==> src/rtl/pcc_sched_pkg.sv <==
// Shared definitions for the pcc sequential scheduler: FSM states, the default
// slice widths of the pcc_2_6 compare family, and the vote-count width helper.
package pcc_sched_pkg;

    // Scheduler states: wait for a sample, walk the neurons, hold the result.
    typedef enum logic [1:0] {
        ST_IDLE = 2'd0,
        ST_RUN  = 2'd1,
        ST_DONE = 2'd2
    } sched_state_t;

    // Default widths of the shared pcc_2_6 unit (2 positive, 6 negative inputs).
    localparam int DEF_POS_W = 2;
    localparam int DEF_NEG_W = 6;

    // Width needed to count 0..n votes without wrapping.
    function automatic int score_width(input int n);
        return $clog2(n + 1);
    endfunction

endpackage

==> src/rtl/pcc_seq_sched.sv <==
// Time-multiplexes one external pos/neg popcount-compare unit across NEURONS
// binary neurons. A sample is latched on the input handshake, each neuron's
// slice pair is presented to the shared pcc for one cycle, and the 1-bit
// decisions are gathered into out_bits with a running vote count in out_score.
//
// Handshake rules (both ports): a transfer happens on a rising clk edge where
// valid && ready are both high. valid, once raised by the producer, is not
// required to stay up; this block only ever looks at the edge where both are
// high. out_valid stays high, with out_bits/out_score stable, until accepted.
module pcc_seq_sched
    import pcc_sched_pkg::*;
#(
    parameter int NEURONS = 4,
    parameter int POS_W   = DEF_POS_W,
    parameter int NEG_W   = DEF_NEG_W,
    parameter int SCORE_W = score_width(NEURONS)
) (
    input  logic                     clk,
    input  logic                     rst_n,
    input  logic                     in_valid,
    output logic                     in_ready,
    input  logic [NEURONS*POS_W-1:0] in_pos,
    input  logic [NEURONS*NEG_W-1:0] in_neg,
    output logic [POS_W-1:0]         pcc_pos,
    output logic [NEG_W-1:0]         pcc_neg,
    input  logic                     pcc_out,
    output logic                     out_valid,
    input  logic                     out_ready,
    output logic [NEURONS-1:0]       out_bits,
    output logic [SCORE_W-1:0]       out_score,
    output logic                     busy
);

    // Neuron index only needs to reach NEURONS-1.
    localparam int               IDX_W    = (NEURONS > 1) ? $clog2(NEURONS) : 1;
    localparam logic [IDX_W-1:0] LAST_IDX = IDX_W'(NEURONS - 1);

    sched_state_t state_q;
    sched_state_t state_d;

    logic [IDX_W-1:0]         idx_q;
    logic [NEURONS*POS_W-1:0] pos_q;
    logic [NEURONS*NEG_W-1:0] neg_q;
    logic [NEURONS-1:0]       res_q;
    logic [SCORE_W-1:0]       score_q;

    // Control strobes produced by the FSM and consumed by the datapath.
    logic load;     // accept a new sample this edge
    logic step;     // record the current neuron's decision this edge
    logic last;     // current neuron is the final one

    assign last = (idx_q == LAST_IDX);

    // FSM state register.
    always_ff @(posedge clk) begin
        if (!rst_n) begin
            state_q <= ST_IDLE;
        end else begin
            state_q <= state_d;
        end
    end

    // FSM next-state and handshake/control decode.
    always_comb begin
        state_d   = state_q;
        in_ready  = 1'b0;
        out_valid = 1'b0;
        busy      = 1'b0;
        load      = 1'b0;
        step      = 1'b0;
        unique case (state_q)
            ST_IDLE: begin
                in_ready = 1'b1;
                if (in_valid) begin
                    load    = 1'b1;
                    state_d = ST_RUN;
                end
            end
            ST_RUN: begin
                busy = 1'b1;
                step = 1'b1;
                if (last) begin
                    state_d = ST_DONE;
                end
            end
            ST_DONE: begin
                out_valid = 1'b1;
                // A new sample may only enter as the current result leaves,
                // which gives zero-bubble back-to-back operation.
                in_ready  = out_ready;
                if (out_ready) begin
                    if (in_valid) begin
                        load    = 1'b1;
                        state_d = ST_RUN;
                    end else begin
                        state_d = ST_IDLE;
                    end
                end
            end
            default: begin
                state_d = ST_IDLE;
            end
        endcase
    end

    // Sample latch: the input bus is only sampled on the accept edge.
    always_ff @(posedge clk) begin
        if (!rst_n) begin
            pos_q <= '0;
            neg_q <= '0;
        end else if (load) begin
            pos_q <= in_pos;
            neg_q <= in_neg;
        end
    end

    // Neuron index: restarts on load, advances each RUN cycle, wraps after the last.
    always_ff @(posedge clk) begin
        if (!rst_n) begin
            idx_q <= '0;
        end else if (load) begin
            idx_q <= '0;
        end else if (step) begin
            idx_q <= last ? '0 : idx_q + 1'b1;
        end
    end

    // Result and vote accumulators: cleared on load, one decision per RUN cycle.
    // The count cannot exceed NEURONS, so SCORE_W bits never wrap.
    always_ff @(posedge clk) begin
        if (!rst_n) begin
            res_q   <= '0;
            score_q <= '0;
        end else if (load) begin
            res_q   <= '0;
            score_q <= '0;
        end else if (step) begin
            res_q[idx_q] <= pcc_out;
            score_q      <= score_q + SCORE_W'(pcc_out);
        end
    end

    // Slice steering to the shared pcc; quiet (all zero) outside RUN.
    always_comb begin
        pcc_pos = '0;
        pcc_neg = '0;
        if (state_q == ST_RUN) begin
            pcc_pos = pos_q[idx_q*POS_W +: POS_W];
            pcc_neg = neg_q[idx_q*NEG_W +: NEG_W];
        end
    end

    assign out_bits  = res_q;
    assign out_score = score_q;

endmodule

==> config.mk <==
export PLATFORM = sky130hd
export DESIGN_NAME = pcc_seq_sched
export DESIGN_NICKNAME = d
export VERILOG_FILES = /design/src/rtl/pcc_sched_pkg.sv /design/src/rtl/pcc_seq_sched.sv
export SDC_FILE = /design/constraint.sdc
export NUM_CORES = 1
export LEC_CHECK = 0
export ABC_AREA = 1
export BUFFER_PORTS_ARGS = -buffer_cell sky130_fd_sc_hd__buf_2
export CORE_MARGIN = 2
export CORE_UTILIZATION = 40
export CTS_CLUSTER_SIZE = 10
export DETAILED_ROUTE_END_ITERATION = 12
export PLACE_DENSITY = 0.73
export SYNTH_ARGS = -nofsm -noshare
export SYNTH_HDL_FRONTEND = slang
export SYNTH_SLANG_ARGS = --single-unit
export TNS_END_PERCENT = 1
==> constraint.sdc <==
create_clock -name clk -period 1.5 [get_ports clk]
set_input_delay 0.075 -clock clk [delete_from_list [all_inputs] [get_ports clk]]
set_output_delay 0.075 -clock clk [all_outputs]
set_load 0.02 [all_outputs]
**After elaboration in Yosys (flattened, before gate mapping)**

Index checks and enable logic that the tools add are counted.

- Memories kept: 0
- Input port bits: 37
- Bits in read-only memories: 0
- Logic and storage cells: 41
- Flip-flop bits (word level): 43
- Bits in latches: 0
- Output and inout bits: 18
- Memory bits (writable): 0

- Multiplexer cells: 17
- Equality and inequality tests: 6
- Div/mod/pow operators: 0
- Shift operators: 2
- Bitwise logic cells: 1
- Add/sub/neg operators: 2
- $lt $le $gt $ge: 2
- Reduce and logical (&&, ||, !) cells: 4
- Multiply operators: 1

Operators with widths:

| operator | number |
|---|---|
| 24-bit by 6-bit variable part select with 6-bit output | 1 |
| 2-bit 2-to-1 mux | 5 |
| 8-bit by 4-bit variable part select with 2-bit output | 1 |
| 1-bit 2-to-1 mux | 6 |
| 6-bit 2-to-1 mux | 1 |
| 2-bit inequality test, second input constant | 3 |
| 2-bit case mux with 3 select lines | 1 |
| 4-bit bitwise mux | 1 |
| 2-bit equality test, second input constant | 2 |
| 2-bit by 2-bit multiplier with 4-bit output, second input constant | 1 |
| 1-bit case mux with 2 select lines | 2 |
| 3-bit by 1-bit adder with 3-bit output | 1 |
| 2-bit by 3-bit less-than comparator with 1-bit output, second input constant | 1 |
| 3-bit AND reduction | 1 |
| 2-bit by 1-bit adder with 2-bit output, second input constant | 1 |
| 1-bit demux with 2-bit select | 1 |
| 2-bit by 1-bit equality test with 1-bit output, second input constant | 1 |
| 2-bit by 1-bit >= comparator with 1-bit output, second input constant | 1 |
| 2-bit zero test | 1 |
| 2-bit OR reduction | 1 |
| 1-bit logical AND | 1 |
| 1-bit inverter | 1 |

**Logic depth before layout (Yosys ltp)**

- Depth in word-level cells: 5
- Mapped depth: 7
- Gate-level depth less buffers: 6

**Worst setup path after synthesis**

OpenSTA, ideal clock, no wires.

- Path type: reg2reg
- Start: register idx_q[1]
- End: register idx_q[1]
- Data required time: 1,430 ps
- Slack: 212 ps
- Clock period less this slack: 1,288 ps
- Buffers on the path: 1
- Data arrival time: 1,218 ps
- Cell stages (with the launch flop): 6
- Setup time: 70 ps
- Path through: dfxtp_1 > buf_2 > clkinv_1 > ha_1 > nand2_1 > a21oi_1

- Word-level cells in the longest chain between the ends: 2

Ends and longest elaborated chain:

| what | RTL line | source |
|---|---|---|
| start, declared | pcc_seq_sched.sv:41 | `logic [IDX_W-1:0] idx_q;` |
| start signal, assigned | pcc_seq_sched.sv:124 | `idx_q <= last ? '0 : idx_q + 1'b1;` |
| 2-bit by 1-bit adder with 2-bit output / 2-bit equality test (equally long branches) | pcc_seq_sched.sv:124, pcc_seq_sched.sv:52 |  |
| 2-bit 2-to-1 mux (*) | pcc_seq_sched.sv:124 |  |

Every way passes the cells marked *; elsewhere a longest branch is shown, timed or not.
A chain may end at the register's enable or synchronous reset.

**Worst setup path after layout**

- Start: register idx_q[0]
- End: output port pcc_pos[1]

- Word-level cells in the longest chain between the ends: 2

Ends and longest elaborated chain:

| what | RTL line | source |
|---|---|---|
| 8-bit by 4-bit variable part select with 2-bit output | pcc_seq_sched.sv:148 | `pcc_pos = pos_q[idx_q*POS_W +: POS_W];` |
| 2-bit 2-to-1 mux | pcc_seq_sched.sv:147 | `if (state_q == ST_RUN) begin` |
| end, declared | pcc_seq_sched.sv:24 | `output logic [POS_W-1:0] pcc_pos,` |

Every way passes these cells.

==> flow_summary.toml <==
[status]
status = "finished, final reports clean"

[layout]
final_common_cell = "nand2_1"
layout_common_cells = "nand2_1, buf_2, a21oi_1, dfxtp_1, inv_1"
n_antenna_cell = 0
final_nets = 432
finalInstanceArea_um2 = 2760
layout-drive-gt1-share_pct = 21.3
fin_cells = 462
area_delta_synth_final_pct = 19.7

[critical_path]
cp_max_fo = 11
rr_worst_depth = 4
critPathRequiredTime_ps = 1420
critPathLaunchType = "register"
crit_arrival_ps = 1370
crit_type = "reg2out"
crit_start = "idx_q[0]$_SDFFE_PP0P_"
crit_path_end_kind = "primary output"
r2r_start = "idx_q[1]$_SDFFE_PP0P_"
reg2reg_slack_ps = 280
regToRegEndpoint = "state_q[0]$_SDFFE_PN0P_"
endpoint = "pcc_pos[1]"

[synth]
yosys.cell_types.count = 17
syn_nets = 386
synthCells = 343
yosys_register_bits = 43
yosysWarningCount = 0
yosysSeqAreaShare_pct = 37.3
avgSynthCellArea_um2 = 6.73
netlist_area_um2 = 2310

[die]
ioPinCount = 55
core_area_um2 = 5540
die_x_um = 80.0
dieArea_um2 = 6400
start_util_pct = 41.7
die_y_um = 80.0
core.rowCount = 27

[worst_hold_path]
hp-class = "in2reg"

[clock_network]
clkLatencyLatePin_ps = 310
clock_sinks = 43
hold_buffers = 0
clkTransAtPathRegs_ps = 90
cts_inserted_buffers = 5
tritoncts = "done"
cts-htree-levels = 2
root_buffer = "clkbuf_8"
clock_path_buffers = 2

[job]
cap_violations = 0

[detailed_routing]
route.detailed.vias_per_inst = 4.90
wl_per_cell_um = 11.6
drt_iter0_drc = 138
postRouteAntennaNets = 0
vias = 2264
first_pass_iters = 4
drc_errors = 0
drt_wl_total_um = 5370

[placement]
dp_hpwl_um = 3720
place_area_um2 = 2640
placed_cells = 454
port_buffers = 54
place_ws_ps = 141
gp_congestion = 0.805

[power_and_ir_drop]
comb_power_share_pct = 18.6
clkPwrFrac_pct = 31.5
p_int_uw = 1800
powerDensity_nw_per_um2 = 920
power.leakage_uw = 0.00131
p_switching_uw = 743
ir_worst_vdd_mv = 0.511
p_seq_share_pct = 49.9
swShare_pct = 29.2

[global_route]
grt_util_all_layers_pct = 17.6
first_global_vias = 2105
grt_max_degree = 65
grt_overflow = 0
antenna_found_initial = 0
grt_pass1_wl_um = 9000

[sta]
setup_ws_ps = 58.6
fin_skew_ps = 9.99
max_freq_mhz = 694
hold_viol = 0
final_max_slew_viol_count = 0
max-slew-margin-rel_pct = 78.0
post-route-min-period_ps = 1440
timing.final.crit_share_pct = 96.1
fin_tns_setup_ps = 0
tightest_slew_ps = 330
setup_violations = 0
rsz0062_at_grt = "yes"
fin_hold_ws_ps = 67.2
worst min path at each step:
stage	cells past startpoint	slack, ps	start	end
finish	4	70	in_neg[15]	neg_q[15]$_SDFFE_PN0P_
global route	4	80	in_neg[15]	neg_q[15]$_SDFFE_PN0P_
CTS	4	60	in_neg[15]	neg_q[15]$_SDFFE_PN0P_
detailed placement	4	390	in_neg[15]	neg_q[15]$_SDFFE_PN0P_
global placement	4	370	in_neg[5]	neg_q[5]$_SDFFE_PN0P_
floorplan	2	250	pcc_out	out_bits[0]$_SDFFE_PP0P_
flip-flops by register name, indices dropped and copies added, names as in the netlist:
name,cells
neg_q,24
pos_q,8
out_bits,4
out_score,3
state_q,2
idx_q,2
stage by stage:
stage | utilization [%] | total power [µW]
floorplan | - | 1620
global placement | 47.6 | 1750
detailed placement | 47.6 | 1760
CTS | 49.5 | 2560
global route | 49.9 | 2680
finish | 49.9 | 2540
logic make-up after synthesis:
kind of cell / Yosys count / share of synthesized area (%)
simple gates: 179 / 36.1
buf+inv: 64 / 12.3
fa+ha+maj: 6 / 3.25
compound gates: 51 / 11.1
flops: 43 / 37.3
power by group through the flow:
stage	sequential, µW	combinational, µW	clock (µW)
2_1_floorplan	1280	338	0
3_5_place_dp	1290	468	0
4_1_cts	1270	471	819
3_3_place_gp	1290	460	0
5_1_grt	1280	539	865
6_report	1270	473	800
worst max-delay path, stage by stage, from the launching register on:
cell and delay [ps]:
dfxtp_2 360, buf_4 180, nand2_1 70, nand3_1 70
a21oi_1 190, buf_2 190
cells in the mapped netlist (all sizes together):
library cell	n	area, µm²
or2	1	6.26
clkbuf	5	18.8
nand3	21	105
nand2	84	318
clkinv	1	3.75
ha	6	75.1
a21oi	51	255
nor2	37	139
dfxtp	43	861
nand3b	32	240
inv	39	146
nand4	4	25.0
buf	19	115
final cells by class:
class | instances | area [µm²]
tap | 72 | 90.1
multi-input combinational | 236 | 1190
clock inverter | 2 | 16.3
timing repair buffer | 63 | 368
sequential | 43 | 863
fill | 574 | 2780
clock buffer | 6 | 82.6
inverter | 40 | 156
layer usage:
metal,share of wire (%),track usage (%),up-vias,wire length (µm)
li1,-,-,1181,-
met3,5.3,3.85,12,286
met4,2.0,7.29,0,110
met5,0,0,-,0
met2,46,29.1,60,2460
met1,47,22.2,1011,2520
timing repair:
action	4_1_cts	5_1_grt
gates resized for setup	4	6
pin swaps	0	0
buffers inserted	0	0
endpoints found under the setup margin	9	8
(Power assumes the default switching activity.)
